## src/rtl/ctrl_pkg.sv

```systemverilog
// ctrl_pkg: shared FSM state encoding, opcode constants and writeback-select
// encodings for the multi-cycle control FSM.
`default_nettype none

package ctrl_pkg;

  typedef enum logic [2:0] {
    FETCH  = 3'd0,
    DECODE = 3'd1,
    EXEC   = 3'd2,
    MEM    = 3'd3,
    WB     = 3'd4,
    TRAP   = 3'd5
  } state_t;

  localparam logic [6:0] OP_R      = 7'b0110011;
  localparam logic [6:0] OP_I_ALU  = 7'b0010011;
  localparam logic [6:0] OP_LOAD   = 7'b0000011;
  localparam logic [6:0] OP_STORE  = 7'b0100011;
  localparam logic [6:0] OP_BRANCH = 7'b1100011;
  localparam logic [6:0] OP_LUI    = 7'b0110111;
  localparam logic [6:0] OP_AUIPC  = 7'b0010111;
  localparam logic [6:0] OP_JAL    = 7'b1101111;

  localparam logic [1:0] WB_ALU  = 2'd0;
  localparam logic [1:0] WB_LOAD = 2'd1;
  localparam logic [1:0] WB_PC4  = 2'd2;
  localparam logic [1:0] WB_IMM  = 2'd3;

  // Opcodes that write back without carrying an ALU class flag.
  function automatic logic is_wb_opcode(input logic [6:0] op);
    return (op == OP_LUI) || (op == OP_AUIPC) || (op == OP_JAL);
  endfunction

  function automatic logic [1:0] wb_select(input logic load, input logic [6:0] op);
    if (load)                return WB_LOAD;
    else if (op == OP_JAL)   return WB_PC4;
    else if (op == OP_LUI)   return WB_IMM;
    else                     return WB_ALU;
  endfunction

endpackage

`default_nettype wire

```

## src/rtl/ctrl_wait_timer.sv

```systemverilog
// ctrl_wait_timer: counts cycles a memory request waits without ready and
// flags the cycle in which the LIMIT-th waiting cycle occurs.
`default_nettype none

`ifdef CTRL_MEM_TIMEOUT_EN
module ctrl_wait_timer #(
  parameter int unsigned LIMIT = 16
) (
  input  logic clk,
  input  logic rst,
  input  logic clear,
  input  logic pending,
  output logic expired
);

  logic [7:0] count;

  always_ff @(posedge clk) begin
    if (rst || clear) begin
      count <= 8'd0;
    end else if (pending) begin
      count <= count + 8'd1;
    end
  end

  // count holds the waiting cycles already elapsed, so LIMIT-1 marks the LIMIT-th.
  assign expired = pending && (count == 8'(LIMIT - 1));

endmodule
`endif

`default_nettype wire

```

## src/rtl/control_fsm.sv

```systemverilog
// control_fsm: multi-cycle FETCH/DECODE/EXEC/MEM/WB/TRAP sequencer.
// Define CTRL_MEM_TIMEOUT_EN to bound memory waits with a TIMEOUT_CYCLES trap.
`default_nettype none

module control_fsm
  import ctrl_pkg::*;
#(
  parameter int unsigned TIMEOUT_CYCLES = 16
) (
  input  logic        clk,
  input  logic        rst,
  input  logic [6:0]  opcode,
  input  logic        is_alu_op,
  input  logic        is_load,
  input  logic        is_store,
  input  logic        is_branch,
  input  logic        branch_taken,
  output logic        imem_req,
  input  logic        imem_ready,
  output logic        dmem_req,
  output logic        dmem_we,
  input  logic        dmem_ready,
  output logic        ir_we,
  output logic        pc_we,
  output logic        pc_sel,
  output logic        reg_we,
  output logic [1:0]  wb_sel,
  output logic        halted,
  output logic        trap_cause,
  output logic [31:0] instret
);

  if (TIMEOUT_CYCLES < 2 || TIMEOUT_CYCLES > 255) begin : g_timeout_range_check
    $error("control_fsm: TIMEOUT_CYCLES must be within 2..255");
  end

  state_t      state;
  state_t      state_next;
  logic [31:0] instret_count;
  logic        timeout;

`ifdef CTRL_MEM_TIMEOUT_EN
  logic wait_pending;
  logic wait_clear;
  logic trap_cause_q;

  assign wait_pending = ((state == FETCH) && !imem_ready) || ((state == MEM) && !dmem_ready);
  assign wait_clear   = (state_next != state) && ((state_next == FETCH) || (state_next == MEM));

  ctrl_wait_timer #(
    .LIMIT(TIMEOUT_CYCLES)
  ) u_wait_timer (
    .clk     (clk),
    .rst     (rst),
    .clear   (wait_clear),
    .pending (wait_pending),
    .expired (timeout)
  );

  always_ff @(posedge clk) begin
    if (rst) begin
      trap_cause_q <= 1'b0;
    end else if ((state != TRAP) && (state_next == TRAP)) begin
      trap_cause_q <= timeout;
    end
  end

  assign trap_cause = trap_cause_q & ~rst;
`else
  assign timeout    = 1'b0;
  assign trap_cause = 1'b0;
`endif

  always_ff @(posedge clk) begin
    if (rst) begin
      state <= FETCH;
    end else begin
      state <= state_next;
    end
  end

  always_ff @(posedge clk) begin
    if (rst) begin
      instret_count <= 32'd0;
    end else if (pc_we) begin
      instret_count <= instret_count + 32'd1;
    end
  end

  // Reset masks the registered view so it reads as cleared during the reset cycle.
  assign instret = rst ? 32'd0 : instret_count;
  assign halted  = (state == TRAP) && !rst;

  always_comb begin
    state_next = state;
    imem_req   = 1'b0;
    ir_we      = 1'b0;
    dmem_req   = 1'b0;
    dmem_we    = 1'b0;
    pc_we      = 1'b0;
    pc_sel     = 1'b0;
    reg_we     = 1'b0;
    wb_sel     = WB_ALU;

    case (state)
      FETCH: begin
        imem_req = 1'b1;
        if (imem_ready) begin
          ir_we      = 1'b1;
          state_next = DECODE;
        end else if (timeout) begin
          state_next = TRAP;
        end
      end
      DECODE: begin
        state_next = EXEC;
      end
      EXEC: begin
        if (is_load || is_store) begin
          state_next = MEM;
        end else if (is_branch) begin
          pc_we      = 1'b1;
          pc_sel     = branch_taken;
          state_next = FETCH;
        end else if (is_alu_op || is_wb_opcode(opcode)) begin
          state_next = WB;
        end else begin
          state_next = TRAP;
        end
      end
      MEM: begin
        dmem_req = 1'b1;
        dmem_we  = is_store;
        if (dmem_ready) begin
          if (is_store) begin
            pc_we      = 1'b1;
            state_next = FETCH;
          end else begin
            state_next = WB;
          end
        end else if (timeout) begin
          state_next = TRAP;
        end
      end
      WB: begin
        reg_we     = 1'b1;
        pc_we      = 1'b1;
        pc_sel     = (opcode == OP_JAL);
        wb_sel     = wb_select(is_load, opcode);
        state_next = FETCH;
      end
      TRAP: begin
        state_next = TRAP;
      end
      default: begin
        state_next = FETCH;
      end
    endcase

    // Reset abandons any access in flight and wins over every transition.
    if (rst) begin
      state_next = FETCH;
      imem_req   = 1'b0;
      ir_we      = 1'b0;
      dmem_req   = 1'b0;
      dmem_we    = 1'b0;
      pc_we      = 1'b0;
      pc_sel     = 1'b0;
      reg_we     = 1'b0;
      wb_sel     = WB_ALU;
    end
  end

endmodule

`default_nettype wire

```

## config.mk

```make
export PLATFORM = sky130hd
export DESIGN_NAME = control_fsm
export DESIGN_NICKNAME = d
export VERILOG_FILES = /design/src/rtl/ctrl_pkg.sv /design/src/rtl/ctrl_wait_timer.sv /design/src/rtl/control_fsm.sv
export SDC_FILE = /design/constraint.sdc
export NUM_CORES = 1
export LEC_CHECK = 0
export CAP_MARGIN = 10
export CORE_UTILIZATION = 40
export CTS_CLUSTER_SIZE = 14
export DETAILED_ROUTE_END_ITERATION = 8
export PLACE_DENSITY = 0.7
export SLEW_MARGIN = 20
export SYNTH_ARGS = -nofsm -noshare
export SYNTH_HDL_FRONTEND = slang
export SYNTH_SLANG_ARGS = --single-unit
```

## constraint.sdc

```tcl
create_clock -name clk -period 1.8 [get_ports clk]
set_input_delay 0.36 -clock clk [delete_from_list [all_inputs] [get_ports clk]]
set_output_delay 0.36 -clock clk [all_outputs]
set_load 0.02 [all_outputs]
```

==> impl_metrics.yaml <==
outcome:
  status: "finished with violations"
  failed_checks: "setup timing"
place:
  gp_congestion: 0.8980
  placed_area_mm2: 0.003343
  place_ws_ns: -0.7387
  dpl.cell_count: 441
  place_hpwl_um: 4535
  io_buffer_count: 57
clocking:
  clk_latency_ns: 0.29
  clk_pin_slew_ns: 0.08
  cts.path.max_buffers: 2
  cts_tree: "done"
  cts_buffers: 5
  cts_root_buffer: "clkbuf_8"
  cts_max_level: 2
  postCtsHoldBufs: 0
  cts.sinks: 35
synthesis:
  yosysUniqueCellTypes: 47
  yosys_most_used_dff: "dfxtp_1"
  synth-seq-cells: 35
  syn_area_mm2: 0.002342
  yosysSeqAreaShare_pct: 29.91
  synth.avg_cell_area_um2: 8.517
  yosysWarnings: 0
  yosysTopAreaCell: "dfxtp_1"
  synth_edf_count: 0
  synth-async-reset-ratio_pct: 0
  synth_top_area_share_pct: 29.91
  netlist_instances: 275
  netlist_top_cells_area: "dfxtp_1 30%, xnor2_1 9.0%, nor2b_1 7.7%"
  mappedNetlistNets: 292
die:
  core_mm2: 0.005574
  pin_count: 59
  dieArea_mm2: 0.006165
  rows: 27
  die-height_um: 78.52
  start_util_pct: 42.02
  die_width_um: 78.52
final_layout:
  final_cells: 468
  fin_area_mm2: 0.003979
  drive_gt1_share_pct: 37.37
  layout.nets: 412
  syn2layout_area_growth_pct: 69.87
  diodes: 0
timing:
  hold_slack_ns: 0.5050
  period_minus_slack_ns: 2.047
  grt_setup_unrepaired: "yes"
  tns_ns: -2.537
  finalClockSkew_ns: 0.006755
  finalHoldViolCount: 0
  period_share_pct: 113.7
  setup_viol: 22
  fin_ws_ns: -0.2467
  slew_violations: 0
  slew_headroom_pct: 51.57
  tightest_slew_ns: 0.7246
  fmax_mhz: 488.6
worst_setup_path:
  r2r-end: "instret_count[31]"
  cp_slowest_cell: "dfxtp_2"
  ff2ff_path_depth: 7
  worstPathArrival_ns: 1.69
  crit_chain: "buf_6 > nor3b_4 > nand3_4 > buf_4 > a21oi_4 > buf_6"
  path_buf_inv: 3
  worst_setup_path_end_kind: "primary output"
  critPathTopFamily: "buffers and inverters"
  startpoint_type: "flop"
  r2r-start: "state[1]"
  crit_type: "reg2out"
  rrSetupSlack_ns: -0.20
  path_max_fanout: 7
  slowest_delay_ns: 0.34
  path_common_cell: "buf_6"
  required_ns: 1.44
routing:
  routed_wl_um: 7784
  antenna_left: 0
  drcViolationCount: 0
  drtIter0Drc: 177
  wl_per_cell_um: 16.63
  dr.pass1.iters: 5
  vias: 2552
  vias_per_cell: 5.453
job:
  drv_cap: 0
grt:
  overflow: 0
  grt_pass1_vias: 2566
  grt_use_total_pct: 25.11
  grt_pass1_wl_um: 12260
  grt_max_degree: 36
  antenna_found_initial: 0
hold_path:
  hold_path.class: "in2reg"
  min_to: "instret_count[25]"
  hold_path_startpoint: "rst"
  min_path_cells: 3
pwr:
  ir_worst_vdd_mv: 0.3018
  p_leak_nw: 1.569
  p_per_area_mw_per_mm2: 451.3
## how the worst max path moves through the flow
stage	startpoint	depth (start not counted)	slack (ns)	endpoint
final	state[1]	6	-0.25	pc_we
after floorplan	state[1]	3	-0.09	wb_sel[1]
after CTS	state[1]	7	-0.15	instret_count[31]
after global routing	state[1]	6	-0.31	pc_we
after global placement	is_store	7	-0.71	instret_count[31]
after detailed placement	is_store	7	-0.74	instret_count[31]
## cell families after synthesis
logic type      count (synthesis)  share of synthesized area [%]
simple gates                  144                          34.14
fa+ha+maj                       1                         0.5341
flops                          35                          29.91
mux                             8                          3.846
buf+inv                        25                          5.823
other cells                     1                         0.1601
compound gates                 37                          16.61
xor+xnor                       24                          8.974
## power breakdown
group          total (mW)  internal, mW  switching (mW)
Sequential          0.791         0.785         0.00660
Clock               0.646         0.350           0.297
Combinational       0.358         0.172           0.186
## stage by stage
stage          power [mW]  util, %
2_1_floorplan      0.9387        -
3_3_place_gp        1.060    59.98
3_5_place_dp        1.062    59.98
4_1_cts             1.766    69.11
5_1_grt             1.855    71.38
6_report            1.796    71.38
## synthesized netlist by cell type (all sizes together), types with 2 or more instances
master and number:
nor3 8, nand2 22, a211oi 8, mux2 8, nand3 9, nor2 42
o22ai 2, nor2b 29, nand4 12, nor3b 3, dfxtp 35, o21ai 2
buf 10, and3 3, xnor2 24, a2111oi 13, a21oi 9, inv 8
and2 4, and4 6, clkbuf 7
## placed cells by master, fill, tap and decap left out, types with 4 or more instances in the layout
master / n
buf_4: 55
nor2_1: 40
dlygate4sd2_1: 33
dfxtp_1: 32
nor2b_1: 29
xnor2_1: 23
nand2_1: 20
buf_6: 19
a2111oi_4: 13
clkdlybuf4s50_1: 12
nand4_1: 11
nand3_1: 7
clkbuf_8: 7
inv_1: 6
a21oi_1: 5
nor3_1: 5
a211oi_4: 5
buf_12: 5
and4_1: 4
mux2_4: 4
## worst reg2reg max path: cells and delay by family (launching register included)
| family | cells | cell delay, ns |
|---|---|---|
| flops | 1 | 0.34 |
| buf+inv | 2 | 0.30 |
| compound gates | 1 | 0.34 |
| mux | 1 | 0.32 |
| simple gates | 3 | 0.61 |
## cell type report
| cell class | instances | area, um^2 |
|---|---|---|
| Multi-Input combinational cell | 215 | 1851 |
| Inverter | 8 | 30.03 |
| Clock buffer | 8 | 100.1 |
| Tap cell | 72 | 90.09 |
| Sequential cell | 35 | 704.4 |
| Fill cell | 379 | 1595 |
| Timing Repair Buffer | 130 | 1204 |
## routing by layer
metal  up-vias  GRT usage (%)  part of all wire [%]  wire (um)
li1       1206              -                     -          -
met1      1242          30.52                    41       3225
met2        81          43.04                    51       3963
met3        23          4.651                   5.0        392
met4         0          10.37                   2.6        201
met5         -              0                     0          0
## registers in the layout, summed over array words and instances, names as in the netlist
name	cells
state	3
instret_count	32
## repair_timing
item / CTS / global route
buffers inserted: 13 / 8
gates resized for setup: 134 / 39
pin swaps: 40 / 30
setup endpoints to repair: 72 / 62
cloned: 2 / 0
Note: power is estimated with default switching activity, not from simulation.
